==> src/rtl/clahe_frame_scheduler_pkg.sv <==
// Shared constants, state encoding and small helpers for the CLAHE frame scheduler.
package clahe_frame_scheduler_pkg;

    localparam int TILE_NUM  = 16;
    localparam int BINS      = 256;
    localparam int TILE_W    = $clog2(TILE_NUM);
    localparam int CLR_AW    = 12;
    localparam int CLR_WORDS = TILE_NUM * BINS;

    localparam logic [CLR_AW-1:0] CLR_LAST = CLR_AW'(CLR_WORDS - 1);

    typedef enum logic [1:0] {
        ST_IDLE  = 2'd0,
        ST_START = 2'd1,
        ST_WAIT  = 2'd2,
        ST_CLEAR = 2'd3
    } sched_state_t;

    function automatic logic is_last_tile(input logic [TILE_W-1:0] tile);
        return tile == TILE_W'(TILE_NUM - 1);
    endfunction

endpackage

==> src/rtl/clahe_frame_scheduler_if.sv <==
// Signal bundle between the frame scheduler (slave side) and its environment:
// video timing, histogram RAM control, CDF engine handshake and mapper LUT select.
interface clahe_frame_scheduler_if;
    import clahe_frame_scheduler_pkg::*;

    logic              enable;
    logic              in_vsync;
    logic              in_href;
    logic              cdf_done;
    logic              hist_acc_en;
    logic              hist_bank_sel;
    logic              cdf_start;
    logic [TILE_W-1:0] cdf_tile;
    logic              clr_en;
    logic [CLR_AW-1:0] clr_addr;
    logic              lut_bank_sel;
    logic              lut_valid;
    logic              busy;
    logic              frame_skip;
    logic              err_timeout;

    modport master (
        output enable, in_vsync, in_href, cdf_done,
        input  hist_acc_en, hist_bank_sel, cdf_start, cdf_tile, clr_en, clr_addr,
               lut_bank_sel, lut_valid, busy, frame_skip, err_timeout
    );

    modport slave (
        input  enable, in_vsync, in_href, cdf_done,
        output hist_acc_en, hist_bank_sel, cdf_start, cdf_tile, clr_en, clr_addr,
               lut_bank_sel, lut_valid, busy, frame_skip, err_timeout
    );

endinterface

==> src/rtl/clahe_frame_scheduler_vsync_edge.sv <==
// One-cycle rise/fall pulses of the frame-valid signal, relative to its registered copy.
module clahe_frame_scheduler_vsync_edge (
    input  logic i_pclk,
    input  logic i_rst,
    input  logic i_vsync,
    output logic o_rise,
    output logic o_fall
);

    logic r_vs_d;

    always_ff @(posedge i_pclk) begin
        if (i_rst) begin
            r_vs_d <= 1'b0;
        end else begin
            r_vs_d <= i_vsync;
        end
    end

    assign o_rise = i_vsync & ~r_vs_d;
    assign o_fall = ~i_vsync & r_vs_d;

endmodule

==> src/rtl/clahe_frame_scheduler.sv <==
// Frame-level sequencer: gates histogram accumulation, runs the CDF engine over all
// tiles after each accepted frame, then wipes the processed histogram bank.
module clahe_frame_scheduler
    import clahe_frame_scheduler_pkg::*;
#(
    parameter int CDF_TIMEOUT = 8192
) (
    input  logic                   i_pclk,
    input  logic                   i_rst,
    clahe_frame_scheduler_if.slave bus
);

    localparam int                WAIT_W    = $clog2(CDF_TIMEOUT) + 1;
    localparam logic [WAIT_W-1:0] WAIT_LAST = WAIT_W'(CDF_TIMEOUT - 1);

    sched_state_t      r_state;
    sched_state_t      w_state_next;
    logic              r_acc_ok;
    logic              r_frame_skip;
    logic              r_hist_bank;
    logic              r_lut_bank;
    logic              r_lut_valid;
    logic              r_err_timeout;
    logic [TILE_W-1:0] r_tile;
    logic [WAIT_W-1:0] r_wait_cnt;
    logic [CLR_AW-1:0] r_clr_addr;

    logic w_rise;
    logic w_fall;
    logic w_frame_go;
    logic w_advance;
    logic w_timeout_hit;

    clahe_frame_scheduler_vsync_edge u_vsync_edge (
        .i_pclk  (i_pclk),
        .i_rst   (i_rst),
        .i_vsync (bus.in_vsync),
        .o_rise  (w_rise),
        .o_fall  (w_fall)
    );

    always_ff @(posedge i_pclk) begin
        if (i_rst) begin
            r_state <= ST_IDLE;
        end else begin
            r_state <= w_state_next;
        end
    end

    // A frame is only processed if it was accepted at its rising edge (acc_ok held
    // through the frame), which also guarantees the FSM is idle at its falling edge.
    always_comb begin
        w_state_next  = r_state;
        w_frame_go    = 1'b0;
        w_advance     = 1'b0;
        w_timeout_hit = 1'b0;
        case (r_state)
            ST_IDLE: begin
                if (w_fall && r_acc_ok) begin
                    w_frame_go   = 1'b1;
                    w_state_next = ST_START;
                end
            end
            ST_START: begin
                w_state_next = ST_WAIT;
            end
            ST_WAIT: begin
                if (bus.cdf_done) begin
                    w_advance = 1'b1;
                end else if (r_wait_cnt == WAIT_LAST) begin
                    w_advance     = 1'b1;
                    w_timeout_hit = 1'b1;
                end
                if (w_advance) begin
                    w_state_next = is_last_tile(r_tile) ? ST_CLEAR : ST_START;
                end
            end
            ST_CLEAR: begin
                if (r_clr_addr == CLR_LAST) begin
                    w_state_next = ST_IDLE;
                end
            end
            default: begin
                w_state_next = ST_IDLE;
            end
        endcase
    end

    always_ff @(posedge i_pclk) begin
        if (i_rst) begin
            r_acc_ok      <= 1'b0;
            r_frame_skip  <= 1'b0;
            r_hist_bank   <= 1'b0;
            r_lut_bank    <= 1'b0;
            r_lut_valid   <= 1'b0;
            r_err_timeout <= 1'b0;
            r_tile        <= '0;
            r_wait_cnt    <= '0;
            r_clr_addr    <= '0;
        end else begin
            if (!bus.in_vsync) begin
                r_acc_ok <= bus.enable & (w_state_next == ST_IDLE);
            end
            r_frame_skip <= w_rise & ~r_acc_ok;

            if (w_frame_go) begin
                r_hist_bank <= ~r_hist_bank;
                r_tile      <= '0;
            end else if (w_advance && !is_last_tile(r_tile)) begin
                r_tile <= r_tile + TILE_W'(1);
            end

            if (r_state == ST_START) begin
                r_wait_cnt <= '0;
            end else if (r_state == ST_WAIT) begin
                r_wait_cnt <= r_wait_cnt + WAIT_W'(1);
            end

            if (w_timeout_hit) begin
                r_err_timeout <= 1'b1;
            end

            // The new LUT set becomes visible to the mapper as soon as the last tile is done.
            if (w_advance && is_last_tile(r_tile)) begin
                r_lut_bank  <= ~r_lut_bank;
                r_lut_valid <= 1'b1;
            end

            if (r_state == ST_CLEAR) begin
                r_clr_addr <= (r_clr_addr == CLR_LAST) ? '0 : r_clr_addr + CLR_AW'(1);
            end
        end
    end

    assign bus.hist_acc_en   = bus.in_href & bus.in_vsync & r_acc_ok;
    assign bus.hist_bank_sel = r_hist_bank;
    assign bus.cdf_start     = (r_state == ST_START);
    assign bus.cdf_tile      = r_tile;
    assign bus.clr_en        = (r_state == ST_CLEAR);
    assign bus.clr_addr      = r_clr_addr;
    assign bus.lut_bank_sel  = r_lut_bank;
    assign bus.lut_valid     = r_lut_valid;
    assign bus.busy          = (r_state != ST_IDLE);
    assign bus.frame_skip    = r_frame_skip;
    assign bus.err_timeout   = r_err_timeout;

endmodule
==> src/flat_wrapper.sv <==
// flat-port wrapper written by rule: the top's interface ports become plain ports
module clahe_frame_scheduler_flat import clahe_frame_scheduler_pkg::*;
#(
    parameter int CDF_TIMEOUT = 8192
)
  (i_pclk, i_rst, bus_enable, bus_in_vsync, bus_in_href, bus_cdf_done, bus_hist_acc_en, bus_hist_bank_sel, bus_cdf_start, bus_cdf_tile, bus_clr_en, bus_clr_addr, bus_lut_bank_sel, bus_lut_valid, bus_busy, bus_frame_skip, bus_err_timeout);
  clahe_frame_scheduler_if bus_i ();
  input  logic i_pclk;
  input  logic i_rst;
  input wire logic [$bits(bus_i.enable)-1:0] bus_enable;
  input wire logic [$bits(bus_i.in_vsync)-1:0] bus_in_vsync;
  input wire logic [$bits(bus_i.in_href)-1:0] bus_in_href;
  input wire logic [$bits(bus_i.cdf_done)-1:0] bus_cdf_done;
  output wire logic [$bits(bus_i.hist_acc_en)-1:0] bus_hist_acc_en;
  output wire logic [$bits(bus_i.hist_bank_sel)-1:0] bus_hist_bank_sel;
  output wire logic [$bits(bus_i.cdf_start)-1:0] bus_cdf_start;
  output wire logic [$bits(bus_i.cdf_tile)-1:0] bus_cdf_tile;
  output wire logic [$bits(bus_i.clr_en)-1:0] bus_clr_en;
  output wire logic [$bits(bus_i.clr_addr)-1:0] bus_clr_addr;
  output wire logic [$bits(bus_i.lut_bank_sel)-1:0] bus_lut_bank_sel;
  output wire logic [$bits(bus_i.lut_valid)-1:0] bus_lut_valid;
  output wire logic [$bits(bus_i.busy)-1:0] bus_busy;
  output wire logic [$bits(bus_i.frame_skip)-1:0] bus_frame_skip;
  output wire logic [$bits(bus_i.err_timeout)-1:0] bus_err_timeout;
  assign bus_i.enable = bus_enable;
  assign bus_i.in_vsync = bus_in_vsync;
  assign bus_i.in_href = bus_in_href;
  assign bus_i.cdf_done = bus_cdf_done;
  assign bus_hist_acc_en = bus_i.hist_acc_en;
  assign bus_hist_bank_sel = bus_i.hist_bank_sel;
  assign bus_cdf_start = bus_i.cdf_start;
  assign bus_cdf_tile = bus_i.cdf_tile;
  assign bus_clr_en = bus_i.clr_en;
  assign bus_clr_addr = bus_i.clr_addr;
  assign bus_lut_bank_sel = bus_i.lut_bank_sel;
  assign bus_lut_valid = bus_i.lut_valid;
  assign bus_busy = bus_i.busy;
  assign bus_frame_skip = bus_i.frame_skip;
  assign bus_err_timeout = bus_i.err_timeout;
  clahe_frame_scheduler #(.CDF_TIMEOUT(CDF_TIMEOUT)) u_core (.i_pclk(i_pclk), .i_rst(i_rst), .bus(bus_i));
endmodule
==> config.mk <==
export PLATFORM = sky130hd
export DESIGN_NAME = clahe_frame_scheduler_flat
export DESIGN_NICKNAME = d
export VERILOG_FILES = /design/src/rtl/clahe_frame_scheduler_pkg.sv /design/src/rtl/clahe_frame_scheduler_if.sv /design/src/rtl/clahe_frame_scheduler_vsync_edge.sv /design/src/rtl/clahe_frame_scheduler.sv /design/src/flat_wrapper.sv
export SDC_FILE = /design/constraint.sdc
export NUM_CORES = 1
export LEC_CHECK = 0
export CAP_MARGIN = 15
export CORE_ASPECT_RATIO = 0.8
export CORE_MARGIN = 2
export CORE_UTILIZATION = 45
export CTS_BUF_LIST = sky130_fd_sc_hd__clkbuf_4 sky130_fd_sc_hd__clkbuf_8
export CTS_CLUSTER_SIZE = 8
export DETAILED_ROUTE_END_ITERATION = 7
export DONT_BUFFER_PORTS = 1
export PLACE_DENSITY_LB_ADDON = 0.2
export SYNTH_ARGS = -nofsm -noshare
export SYNTH_HDL_FRONTEND = slang
export SYNTH_SLANG_ARGS = --single-unit
export TNS_END_PERCENT = 30
==> constraint.sdc <==
create_clock -name i_pclk -period 2.2 [get_ports i_pclk]
set_input_delay 0.22 -clock i_pclk [delete_from_list [all_inputs] [get_ports i_pclk]]
set_output_delay 0.22 -clock i_pclk [all_outputs]
set_load 0.1 [all_outputs]
# After elaboration in Yosys (flattened, before gate mapping)
# Cells that the tools add are included.
# totals
input_bits	6
reg_bits	39
# op_classes
reduce_logical	9
muxes	14
add_sub_neg	3
n_eq_ne	6
bitwise	11
# ops
op	count
14-bit by 1-bit adder with 14-bit output (second input constant)	1
14-bit by 13-bit equality test with 1-bit output (second input constant)	1
12-bit by 1-bit adder with 12-bit output (second input constant)	1
12-bit equality test (second input constant)	1
12-bit 2-to-1 mux	1
1-bit 2-to-1 mux	8
2-bit 2-to-1 mux	4
2-bit one-hot mux with 4 select lines	1
1-bit bitwise AND	6
1-bit inverter	5
4-bit by 1-bit adder with 4-bit output (second input constant)	1
2-bit equality test (second input constant)	2
4-bit equality test (second input constant)	1
2-bit logical NOT	2
2-bit OR reduction	2
1-bit logical AND	3
2-bit by 1-bit equality test with 1-bit output (second input constant)	1
2-bit nonzero test	1
1-bit logical NOT	1

# Logic depth before layout (Yosys ltp)
# Gate-level depths: netlist of the first run.
# logic_depth
ltp_word	8
ltp_mapped	6
ltp_nobuf	5

# By module
# Synthesis of the first run repeated with hierarchy kept, for this count alone.
# hier_totals
hier_cells	199
area_unflattened_um2	1729.2
# by_module_without_submodules
module	cells_per_inst	seq_area_each_um2	area_each_um2	n_inst
clahe_frame_scheduler	195	760.7	1690.4	1
clahe_frame_scheduler_vsync_edge	4	20.0	38.8	1

# Least setup slack after synthesis of the first run
# No wires, ideal clock.
# synth_path
kind	reg-to-reg
startpoint	register u_core.r_state[0]
endpoint	register u_core.r_wait_cnt[0]
setup_ps	128
arrival_time_ps	2576
synth_period_minus_slack_ps	2703
path_stages_with_launch	6
setup_slack_ps	-503
path_cell_list	dfxtp_1 -> nor2b_1 -> or2_2 -> clkbuf_1 -> clkbuf_1 -> nor2_1
# synth_via
elab_chain_len	2
# synth_lines
element	line_no	rtl
start, declared	clahe_frame_scheduler.sv:16	sched_state_t r_state;
start signal, assigned	clahe_frame_scheduler.sv:46	r_state <= w_state_next;
2-bit by 1-bit equality test with 1-bit output	-	
net bus_cdf_start	flat_wrapper.sv:16	output wire logic [$bits(bus_i.cdf_start)-1:0] bus_cdf_start;
2-bit OR reduction (no line)	-	
end signal, assigned	clahe_frame_scheduler.sv:116	r_wait_cnt <= r_wait_cnt + WAIT_W'(1);
end, declared	clahe_frame_scheduler.sv:25	logic [WAIT_W-1:0] r_wait_cnt;
# The timed path passes the listed nets, and every way through them passes these cells.
# A chain may end at the register's enable or synchronous reset.

# Worst setup path in the final report of the first run
# layout_path
startpoint	register u_core.r_wait_cnt[0]
endpoint	register u_core.r_lut_bank (netlist: u_core.bus.lut_bank_sel)
# layout_via
elab_chain_len	6
# layout_lines
element	line_no	rtl
14-bit by 13-bit equality test with 1-bit output	clahe_frame_scheduler.sv:70	end else if (r_wait_cnt == WAIT_LAST) begin
1-bit 2-to-1 mux	clahe_frame_scheduler.sv:70	
1-bit 2-to-1 mux	clahe_frame_scheduler.sv:68	if (bus.cdf_done) begin
1-bit 2-to-1 mux (2 in series)	clahe_frame_scheduler.sv:57	case (r_state)
1-bit logical AND	clahe_frame_scheduler.sv:124	if (w_advance && is_last_tile(r_tile)) begin
end signal, assigned	clahe_frame_scheduler.sv:125	r_lut_bank <= ~r_lut_bank;
end, declared	clahe_frame_scheduler.sv:21	logic r_lut_bank;
# No other way between the ends. The select of a mux whose other input is x is not followed.

==> results of run 1 <==
routing by layer:
metal | GRT usage, % | up-vias | share of wire (%)
li1 | - | 751 | -
met1 | 23.5 | 710 | 46
met2 | 29.8 | 41 | 46
met3 | 5.06 | 6 | 6.0
met4 | 8.05 | 0 | 1.6
met5 | 0 | - | 0
cells by family after synthesis:
kind of cell / count (synthesis)
multiplexers: 3
AND/OR/NAND/NOR: 102
XOR/XNOR: 19
flip-flops: 39
buffers and inverters: 14
AO/OA/AOI/OAI: 22
adder cells (fa/ha/maj): 3
worst max-delay path: cells and delay by family (launching register included):
kind | cells | cell delay [ns]
mux | 1 | 0.37
fa+ha+maj | 1 | 0.20
compound gates | 1 | 0.20
flops | 1 | 0.39
simple gates | 2 | 0.57
cells in the final DEF (no fill, tap or decap), types with 2 or more instances in the layout:
cell | synthesis | layout
or3_1 | 4 | 4
nand3b_1 | 2 | 2
nand3_1 | 8 | 8
mux2i_1 | 2 | 2
inv_1 | 7 | 7
xor2_1 | 11 | 11
or2_2 | 3 | 3
nand4_1 | 8 | 8
nor3b_1 | 2 | 2
ha_1 | 3 | 3
o31ai_1 | 2 | 2
nor4_1 | 5 | 5
or3_2 | 2 | 2
nand2b_1 | 3 | 3
dfxtp_1 | 39 | 39
and4b_1 | 3 | 3
xnor2_1 | 8 | 8
buf_4 | 0 | 25
nor2b_1 | 3 | 2
nor2_1 | 25 | 25
nor3_1 | 5 | 5
and4_1 | 2 | 2
clkbuf_8 | 0 | 5
a21oi_1 | 10 | 10
nand2_1 | 21 | 21
o21ai_0 | 4 | 4
synth_stat cells, drive strengths merged:
cell type | count | area (sq um)
a211oi | 1 | 7.51
a21oi | 10 | 50.1
a31oi | 1 | 6.26
a41oi | 1 | 16.3
and2 | 1 | 6.26
and3 | 1 | 6.26
and4 | 2 | 17.5
and4b | 3 | 30.0
buf | 1 | 11.3
clkbuf | 6 | 23.8
dfxtp | 39 | 781
ha | 3 | 37.5
inv | 7 | 26.3
mux2 | 1 | 11.3
mux2i | 2 | 20.0
nand2 | 21 | 78.8
nand2b | 3 | 18.8
nand3 | 8 | 40.0
nand3b | 2 | 15.0
nand4 | 9 | 62.6
nor2 | 25 | 93.8
nor2b | 3 | 18.8
nor3 | 5 | 25.0
nor3b | 2 | 15.0
nor4 | 5 | 31.3
nor4bb | 1 | 10.0
o21ai | 5 | 25.0
o21ba | 1 | 10.0
o221a | 1 | 11.3
o31ai | 2 | 15.0
or2 | 3 | 18.8
or3 | 6 | 40.0
or4 | 1 | 7.51
or4b | 1 | 10.0
xnor2 | 8 | 70.1
xor2 | 11 | 96.3
metrics by stage:
step                hold WS [ns]  cells  utilization (%)
floorplan                  0.363    202                -
global placement           0.289    275             52.6
CTS                       0.0339    282             54.9
finish                    0.0382    282             54.9
detailed placement         0.295    275             52.6
global route              0.0273    282             54.9
area by class of cell:
cell class,count,area (sq um)
Fill cell,350,1700
Sequential cell,39,781
Clock buffer,6,76.3
Multi-Input combinational cell,149,925
Inverter,7,26.3
Timing Repair Buffer,26,198
Tap cell,55,68.8
worst max path at each step:
| stage | cells past startpoint | slack, ns | end |
|---|---|---|---|
| final | 5 | 0.37 | u_core.bus.lut_bank_sel$_SDFFE_PP0P_ |
| after global routing | 5 | 0.18 | u_core.bus.lut_bank_sel$_SDFFE_PP0P_ |
| after detailed placement | 5 | 0.35 | u_core.bus.lut_bank_sel$_SDFFE_PP0P_ |
| after floorplan | 5 | -0.06 | u_core.bus.clr_addr[3]$_SDFFE_PP0P_ |
| after global placement | 5 | 0.48 | u_core.bus.lut_bank_sel$_SDFFE_PP0P_ |
| after CTS | 5 | 0.35 | u_core.bus.lut_bank_sel$_SDFFE_PP0P_ |
power groups by stage:
stage          combinational, uW  sequential (uW)  clock [uW]
3_3_place_gp                47.0              729           0
2_1_floorplan               32.6              740           0
6_report                    52.5              714         439
3_5_place_dp                47.7              730           0
5_1_grt                     55.8              714         486
4_1_cts                     52.6              713         455
sequential cells by signal, indices dropped and copies added (netlist names):
signal                      cells
u_core.bus.cdf_tile             4
u_core.r_wait_cnt              14
u_core.bus.lut_valid            1
u_core.u_vsync_edge.r_vs_d      1
u_core.bus.frame_skip           1
u_core.r_state                  2
u_core.bus.clr_addr            12
u_core.r_acc_ok                 1
u_core.bus.err_timeout          1
u_core.bus.hist_bank_sel        1
u_core.bus.lut_bank_sel         1
==> results.cfg, run 1 <==
[status]
status = finished clean

[routing]
routedWlPerCell_microns = 13.2
drt_iter0_drc = 110
drt-pass1-iter-count = 4
vias = 1508
drt-total-wl_mm = 3.71
viasPerCell = 5.35
ant_nets = 0
drcViolationCount = 0

[worst_setup_path]
start_kind = flop
required_ns = 2.37
worstPathArrival_ns = 2.00
crit_type = reg -> reg
slowest_delay_ns = 0.39
ff2ff_setup_slack_ns = 0.37
critPathCaptureType = flop
crit_chain = ha_1 -> and4b_1 -> a41oi_2 -> nor3_1 -> mux2_2
r2r-start = u_core.r_wait_cnt[0]$_SDFFE_PP0P_
worstRegToRegCells = 5
r2r_end = u_core.bus.lut_bank_sel$_SDFFE_PP0P_
crit_slowest_cell = dfxtp_1
path_max_fanout = 6
cp-startpoint = u_core.r_wait_cnt[0]$_SDFFE_PP0P_

[power_and_ir_drop]
ir_worst_vdd_v = 0.000311
p_per_area_nw_per_um2 = 581
clockPowerShare_pct = 36.4
leakagePower_uw = 0.000779
p_sw_uw = 258
pwr-share-comb_pct = 4.4
total_power_uw = 1210
swShare_pct = 21.4
power_frac_seq_pct = 59.2
internal-power_uw = 947

[yosys]
synth_compound_area_share_pct = 8.01
syn_avg_cell_area_sq_um = 8.73
synth-simple-area-share_pct = 30.9
synthAdderAreaFrac_pct = 2.13
synthMuxAreaShare_pct = 1.77
syn_nets = 211
ys_ff_latch = 39
postSynthCellCount = 202
synth_area_sq_um = 1760
synth_top_family_by_area = simple AND/OR/NAND/NOR gates
synth.distinct_cells = 40
seq_area_frac_synth_pct = 44.3
ys.warnings.count = 0
synth_xor_area_share_pct = 9.43

[sta]
fin_crit_sh_pct = 83.3
timing.final.ws_setup_ns = 0.367
fmax_ghz = 0.546
rsz0062_at_grt = no
clock_skew_ns = 0.00773
setup_viol = 0
drv_slew = 0
slew_headroom_pct = 65.6
final.min_clock_period_ns = 1.83
worst_pin_slew_ns = 0.514
finalHoldViolations = 0
setup_tns_ns = 0

[grt]
antenna_found_initial = 0
grt_use_total_pct = 18.6
grt_pass1_vias = 1432
grt_pass1_wl_mm = 6.30
grt_max_degree = 15
grt_overflow_total = 0

[clock_network]
cts_tree = yes
cts.clk_slew.worst_paths_ns = 0.07
cts.sinks = 39
cts_buffers = 5
post_cts_resized = 0
post_cts_buffers = 0
cts-root-buf = clkbuf_8
clkLatencyLatePin_ns = 0.28
cts_max_level = 2
cts_hold_buf = 1
cts_buffer_depth = 2

[hold_path]
holdPathEnd = u_core.bus.clr_addr[0]$_SDFFE_PP0P_
min_path_type = in -> reg
hold_depth = 1
hold_start = i_rst

[finish]
finalNetCount = 237
area_growth_pct = 17.6
num_antenna_cells = 0
postLayoutCellArea_sq_um = 2070
drive_gt1_share_pct = 18.5

[place]
hpwl_mm = 2.81
dp_slack_ns = 0.354
gp_congestion = 0.814
port_buffers = 0
place_area_sq_um = 1990

[floorplan]
die_h_microns = 60
die-area_sq_um = 4440
die_x_microns = 74.0
ioPinCount = 31
std_cell_rows = 20
coreArea_sq_um = 3780
start_util_pct = 46.7

[job]
maxCapViolCount = 0
(Power assumes the default switching activity.)
==> run 2, diff against run 1 <==
==> constraint.sdc (replaced) <==
create_clock -name i_pclk -period 1.9 [get_ports i_pclk]
set_input_delay 0.19 -clock i_pclk [delete_from_list [all_inputs] [get_ports i_pclk]]
set_output_delay 0.19 -clock i_pclk [all_outputs]
set_load 0.1 [all_outputs]
==> run 2 against run 1 <==
Register-to-register slack worse by 0.24 ns. Cell count is 2.8% higher. Largest power group unchanged. Non-clock buffer count up 6. Clock power is 41% higher.
==> results.cfg, run 2 (same netlist as run 1, synthesis figures left out) <==
[status]
status = finished clean

[finish]
postLayoutCellArea_sq_um = 2170
layout_common_cells = dfxtp_1 (33), buf_4 (31), nor2_1 (25)
finalNetCount = 243
num_antenna_cells = 0
fin_cells = 290
final_util_pct = 57.3
drive_gt1_share_pct = 24.7
area_growth_pct = 22.8
largest_register = u_core.r_wait_cnt
layout_commonest_cell = dfxtp_1
largest_reg_flops = 14

[power_and_ir_drop]
ir_worst_vdd_v = 0.000464
clockPowerShare_pct = 41.0
p_per_area_nw_per_um2 = 696
internal-power_uw = 1190
power_frac_seq_pct = 54.8
p_sw_uw = 323
swShare_pct = 21.4
pwr-share-comb_pct = 4.3
leakagePower_uw = 0.000828

[worst_setup_path]
cp-startpoint = u_core.r_wait_cnt[3]$_SDFFE_PP0P_
crit_slowest_cell = or4_1
start_kind = flop
cp_num_buf_inv = 1
crit_chain = and4_2 -> buf_4 -> nand4_2 -> or4_1 -> a21oi_1
critPathTopFamily = simple AND/OR/NAND/NOR gates
required_ns = 2.11
ff2ff_setup_slack_ns = 0.13
r2r_end = u_core.r_wait_cnt[13]$_SDFFE_PP0P_
critPathCaptureType = flop
worstRegToRegCells = 5
path_max_fanout = 6
r2r-start = u_core.r_wait_cnt[3]$_SDFFE_PP0P_
slowest_delay_ns = 0.50
crit_type = reg -> reg
worstPathArrival_ns = 1.98

[routing]
drcViolationCount = 0
drt-total-wl_mm = 3.90
viasPerCell = 5.27
routedWlPerCell_microns = 13.5
wl_met2_mm = 1.75
top_layer_used = met4
drt-pass1-iter-count = 4
met3_length_microns = 163
drt_iter0_drc = 96
wl_met1_mm = 1.93
ant_nets = 0
vias = 1527

[grt]
grt_pass1_vias = 1480
antenna_found_initial = 0
grt_use_total_pct = 19.3
grt_max_degree = 15
grt_pass1_wl_mm = 6.50
grt_overflow_total = 0

[sta]
clock_skew_ns = 0.00767
rsz0062_at_grt = no
setup_viol = 0
final.min_clock_period_ns = 1.77
worst_pin_slew_ns = 0.546
setup_tns_ns = 0
fmax_ghz = 0.565
finalHoldViolations = 0
drv_slew = 0
fin_crit_sh_pct = 93.2
slew_headroom_pct = 63.5

[job]
maxCapViolCount = 0

[place]
hpwl_mm = 2.89
port_buffers = 0
dpl.cell_count = 281
place_area_sq_um = 2050
gp_congestion = 0.809

[hold_path]
hold_depth = 2
min_path_type = in -> reg
holdPathEnd = u_core.r_acc_ok$_SDFFE_PP0N_
hold_start = bus_in_vsync

[floorplan]
coreArea_sq_um = 3780
die_x_microns = 74.0
std_cell_rows = 20
ioPinCount = 31
die_h_microns = 60
die-area_sq_um = 4440
start_util_pct = 46.7

[clock_network]
cts.sinks = 39
cts_buffers = 5
cts_max_level = 2
cts-root-buf = clkbuf_8
cts_tree = yes
cts.clk_slew.worst_paths_ns = 0.07
cts_buffer_depth = 2
clkLatencyLatePin_ns = 0.29
[run 2: worst max path at each step]
stage,to,cells after the start
finish,u_core.r_wait_cnt[13]$_SDFFE_PP0P_,5
global route,u_core.bus.lut_bank_sel$_SDFFE_PP0P_,5
CTS,u_core.bus.lut_bank_sel$_SDFFE_PP0P_,5
detailed placement,u_core.bus.lut_bank_sel$_SDFFE_PP0P_,5
global placement,u_core.bus.lut_bank_sel$_SDFFE_PP0P_,5
floorplan,u_core.bus.clr_addr[11]$_SDFFE_PP0P_,4
[run 2: metrics by stage]
step / setup slack (ns) / total power (uW) / hold WS [ns]
detailed placement: 0.0622 / 903 / 0.261
CTS: 0.0495 / 1520 / 0.0505
floorplan: -0.212 / 895 / 0.333
global route: 0.0159 / 1570 / 0.0452
finish: 0.129 / 1510 / 0.0585
global placement: 0.183 / 902 / 0.256
[run 2: power by group through the flow]
stage | combinational, uW | sequential (uW) | clock [uW]
3_5_place_dp | 58.4 | 845 | 0
2_1_floorplan | 38.0 | 857 | 0
4_1_cts | 64.9 | 826 | 632
6_report | 64.8 | 826 | 618
5_1_grt | 68.6 | 826 | 674
3_3_place_gp | 57.4 | 845 | 0
[run 2: what timing repair did]
item / CTS / global route
setup endpoints to repair: 0 / 2
hold buffers: 1 / 0
gates resized for setup: 0 / 2
hold endpoints to repair: 14 / 0
setup buffers: 0 / 0
[run 2: layout make-up]
| class | instances | area, sq um |
|---|---|---|
| multi-input cells | 149 | 936 |
| well taps | 55 | 68.8 |
| repair buffers | 32 | 243 |
| fillers | 336 | 1610 |
| clock buffers | 8 | 104 |
| inverters | 7 | 26.3 |
| flip-flops and latches | 39 | 788 |
[run 2: routing by layer]
metal | global-route usage, % | vias to the layer above
li1 | - | 767
met1 | 24.9 | 725
met2 | 31.0 | 28
met3 | 5.40 | 7
met4 | 7.27 | 0
met5 | 0 | -
==> run 3, diff against run 2 <==
--- a/config.mk
+++ b/config.mk
@@ -9,7 +9,7 @@
 export CORE_ASPECT_RATIO = 0.8
 export CORE_MARGIN = 2
 export CORE_UTILIZATION = 45
-export CTS_BUF_LIST = sky130_fd_sc_hd__clkbuf_4 sky130_fd_sc_hd__clkbuf_8
+export CTS_BUF_LIST = sky130_fd_sc_hd__clkbuf_16
 export CTS_CLUSTER_SIZE = 8
 export DETAILED_ROUTE_END_ITERATION = 7
 export DONT_BUFFER_PORTS = 1
==> run 3 against run 2 <==
Flip-flop and latch count did not move. Highest routed layer unchanged. Cell count is the same. Maximum frequency fell by 1.4%. Total power is 9.9% higher.
==> results.cfg, run 3 (same netlist as run 1, synthesis figures left out) <==
[power_and_ir_drop]
power_frac_seq_pct = 49.9
swShare_pct = 20.8
clockPowerShare_pct = 46.2
pwr-share-comb_pct = 3.9
ir_worst_vdd_v = 0.000612
p_sw_uw = 345
leakagePower_uw = 0.000843
p_per_area_nw_per_um2 = 754
internal-power_uw = 1310

[grt]
grt_max_degree = 15
grt_overflow_total = 0
grt_pass1_vias = 1491
antenna_found_initial = 0
grt_use_total_pct = 19.7
grt_pass1_wl_mm = 6.59

[worst_setup_path]
path_max_fanout = 6
crit_type = reg -> reg
start_kind = flop
cp-startpoint = u_core.r_wait_cnt[3]$_SDFFE_PP0P_
critPathCaptureType = flop
r2r-start = u_core.r_wait_cnt[3]$_SDFFE_PP0P_
worstPathArrival_ns = 1.99
required_ns = 2.10

[clock_network]
cts_buffer_depth = 2
cts.clk_slew.worst_paths_ns = 0.05
post_cts_buffers = 0
cts_tree = yes
cts.sinks = 39
clkLatencyLatePin_ns = 0.28
cts_max_level = 2
cts-root-buf = clkbuf_16
cts_buffers = 5

[sta]
timing.final.ws_setup_ns = 0.105
rsz0062_at_grt = no
fin_crit_sh_pct = 94.5
slew_headroom_pct = 66.5
worst_pin_slew_ns = 0.501
fmax_ghz = 0.557
final.min_clock_period_ns = 1.80
drv_slew = 0
clock_skew_ns = 0.00544
hold_slack_ns = 0.0126
setup_tns_ns = 0
finalHoldViolations = 0
setup_viol = 0

[finish]
multi_input_area_sq_um = 935
postLayoutCellArea_sq_um = 2200
largest_reg_flops = 14
layout_commonest_cell = dfxtp_1
largest_register = u_core.r_wait_cnt
finalNetCount = 243
fillerInstances = 333
area_growth_pct = 24.5
num_antenna_cells = 0
seqCellArea_sq_um = 788
layout_common_cells = dfxtp_1 (33), buf_4 (31), nor2_1 (25)
fin_cells = 290
drive_gt1_share_pct = 23.0

[status]
status = finished clean

[routing]
drt-pass1-iter-count = 4
vias = 1536
drt_iter0_drc = 94
drcViolationCount = 0
viasPerCell = 5.30
routedWlPerCell_microns = 13.4
drt-total-wl_mm = 3.89
ant_nets = 0

[place]
gp_congestion = 0.809
port_buffers = 0
dpl.cell_count = 281
dp_slack_ns = 0.0622
place_area_sq_um = 2050
hpwl_mm = 2.89

[floorplan]
start_util_pct = 46.7
ioPinCount = 31
die_h_microns = 60
die-area_sq_um = 4440
std_cell_rows = 20
coreArea_sq_um = 3780
die_x_microns = 74.0

[hold_path]
hold_start = i_rst
min_path_type = in -> reg

[job]
maxCapViolCount = 0
==> run 3: cell count changes in the layout (fill, tap and decap cells not counted) <==
cell       previous run  this run
and4_2                1         0
clkinv_1              0         2
inv_1                 7         8
and4_1                1         2
clkbuf_8              7         0
clkbuf_16             0         5
clkbuf_4              1         0
==> run 3: critical path, cell delays in order, from the launching register on <==
cell and delay, ns:
dfxtp_1 0.40, and4_1 0.34, buf_4 0.16, nand4_2 0.15
or4_1 0.50, a21oi_1 0.16
==> run 3: path summary, 6_finish.rpt <==
path,to,slack (ns),depth (start not counted)
hold reg to reg,u_core.bus.frame_skip$_SDFF_PP0_,0.41,1
setup / recovery,u_core.r_wait_cnt[13]$_SDFFE_PP0P_,0.10,5
hold / removal,u_core.bus.clr_addr[0]$_SDFFE_PP0P_,0.01,1
setup reg to reg,u_core.r_wait_cnt[13]$_SDFFE_PP0P_,0.10,5
==> run 3: final cells by class <==
cell class	count	area share, %
Tap cell	55	3.13
Timing Repair Buffer	32	11.0
Multi-Input combinational cell	149	42.5
Clock buffer	5	5.69
Inverter	7	1.20
Sequential cell	39	35.9
Clock inverter	3	0.513
==> run 3: what timing repair did <==
| action | 4_1_cts | 5_1_grt |
|---|---|---|
| hold buffers | 1 | 0 |
| endpoints found under the hold margin | 13 | 0 |
| endpoints found under the setup margin | 0 | 1 |
| gates resized for setup | 0 | 1 |
==> run 3: power groups by stage <==
stage	sequential [uW]	combinational (uW)	clock, uW
after floorplan	857	38.0	0
after global placement	845	57.4	0
after detailed placement	845	58.4	0
after CTS	827	64.6	784
after global routing	827	68.4	833
final	827	64.4	766
==> run 3: stage by stage <==
stage,utilization (%),total power [uW]
after detailed placement,54.1,903
after floorplan,-,895
after global routing,58.1,1730
final,58.1,1660
after global placement,54.1,902
after CTS,58.0,1680
==> run 3: metal layers <==
metal	up-vias	track usage [%]	share of wire [%]
li1	769	-	-
met1	728	24.9	49
met2	33	31.5	46
met3	6	6.07	4.4
met4	0	7.79	1.2
met5	-	0	0
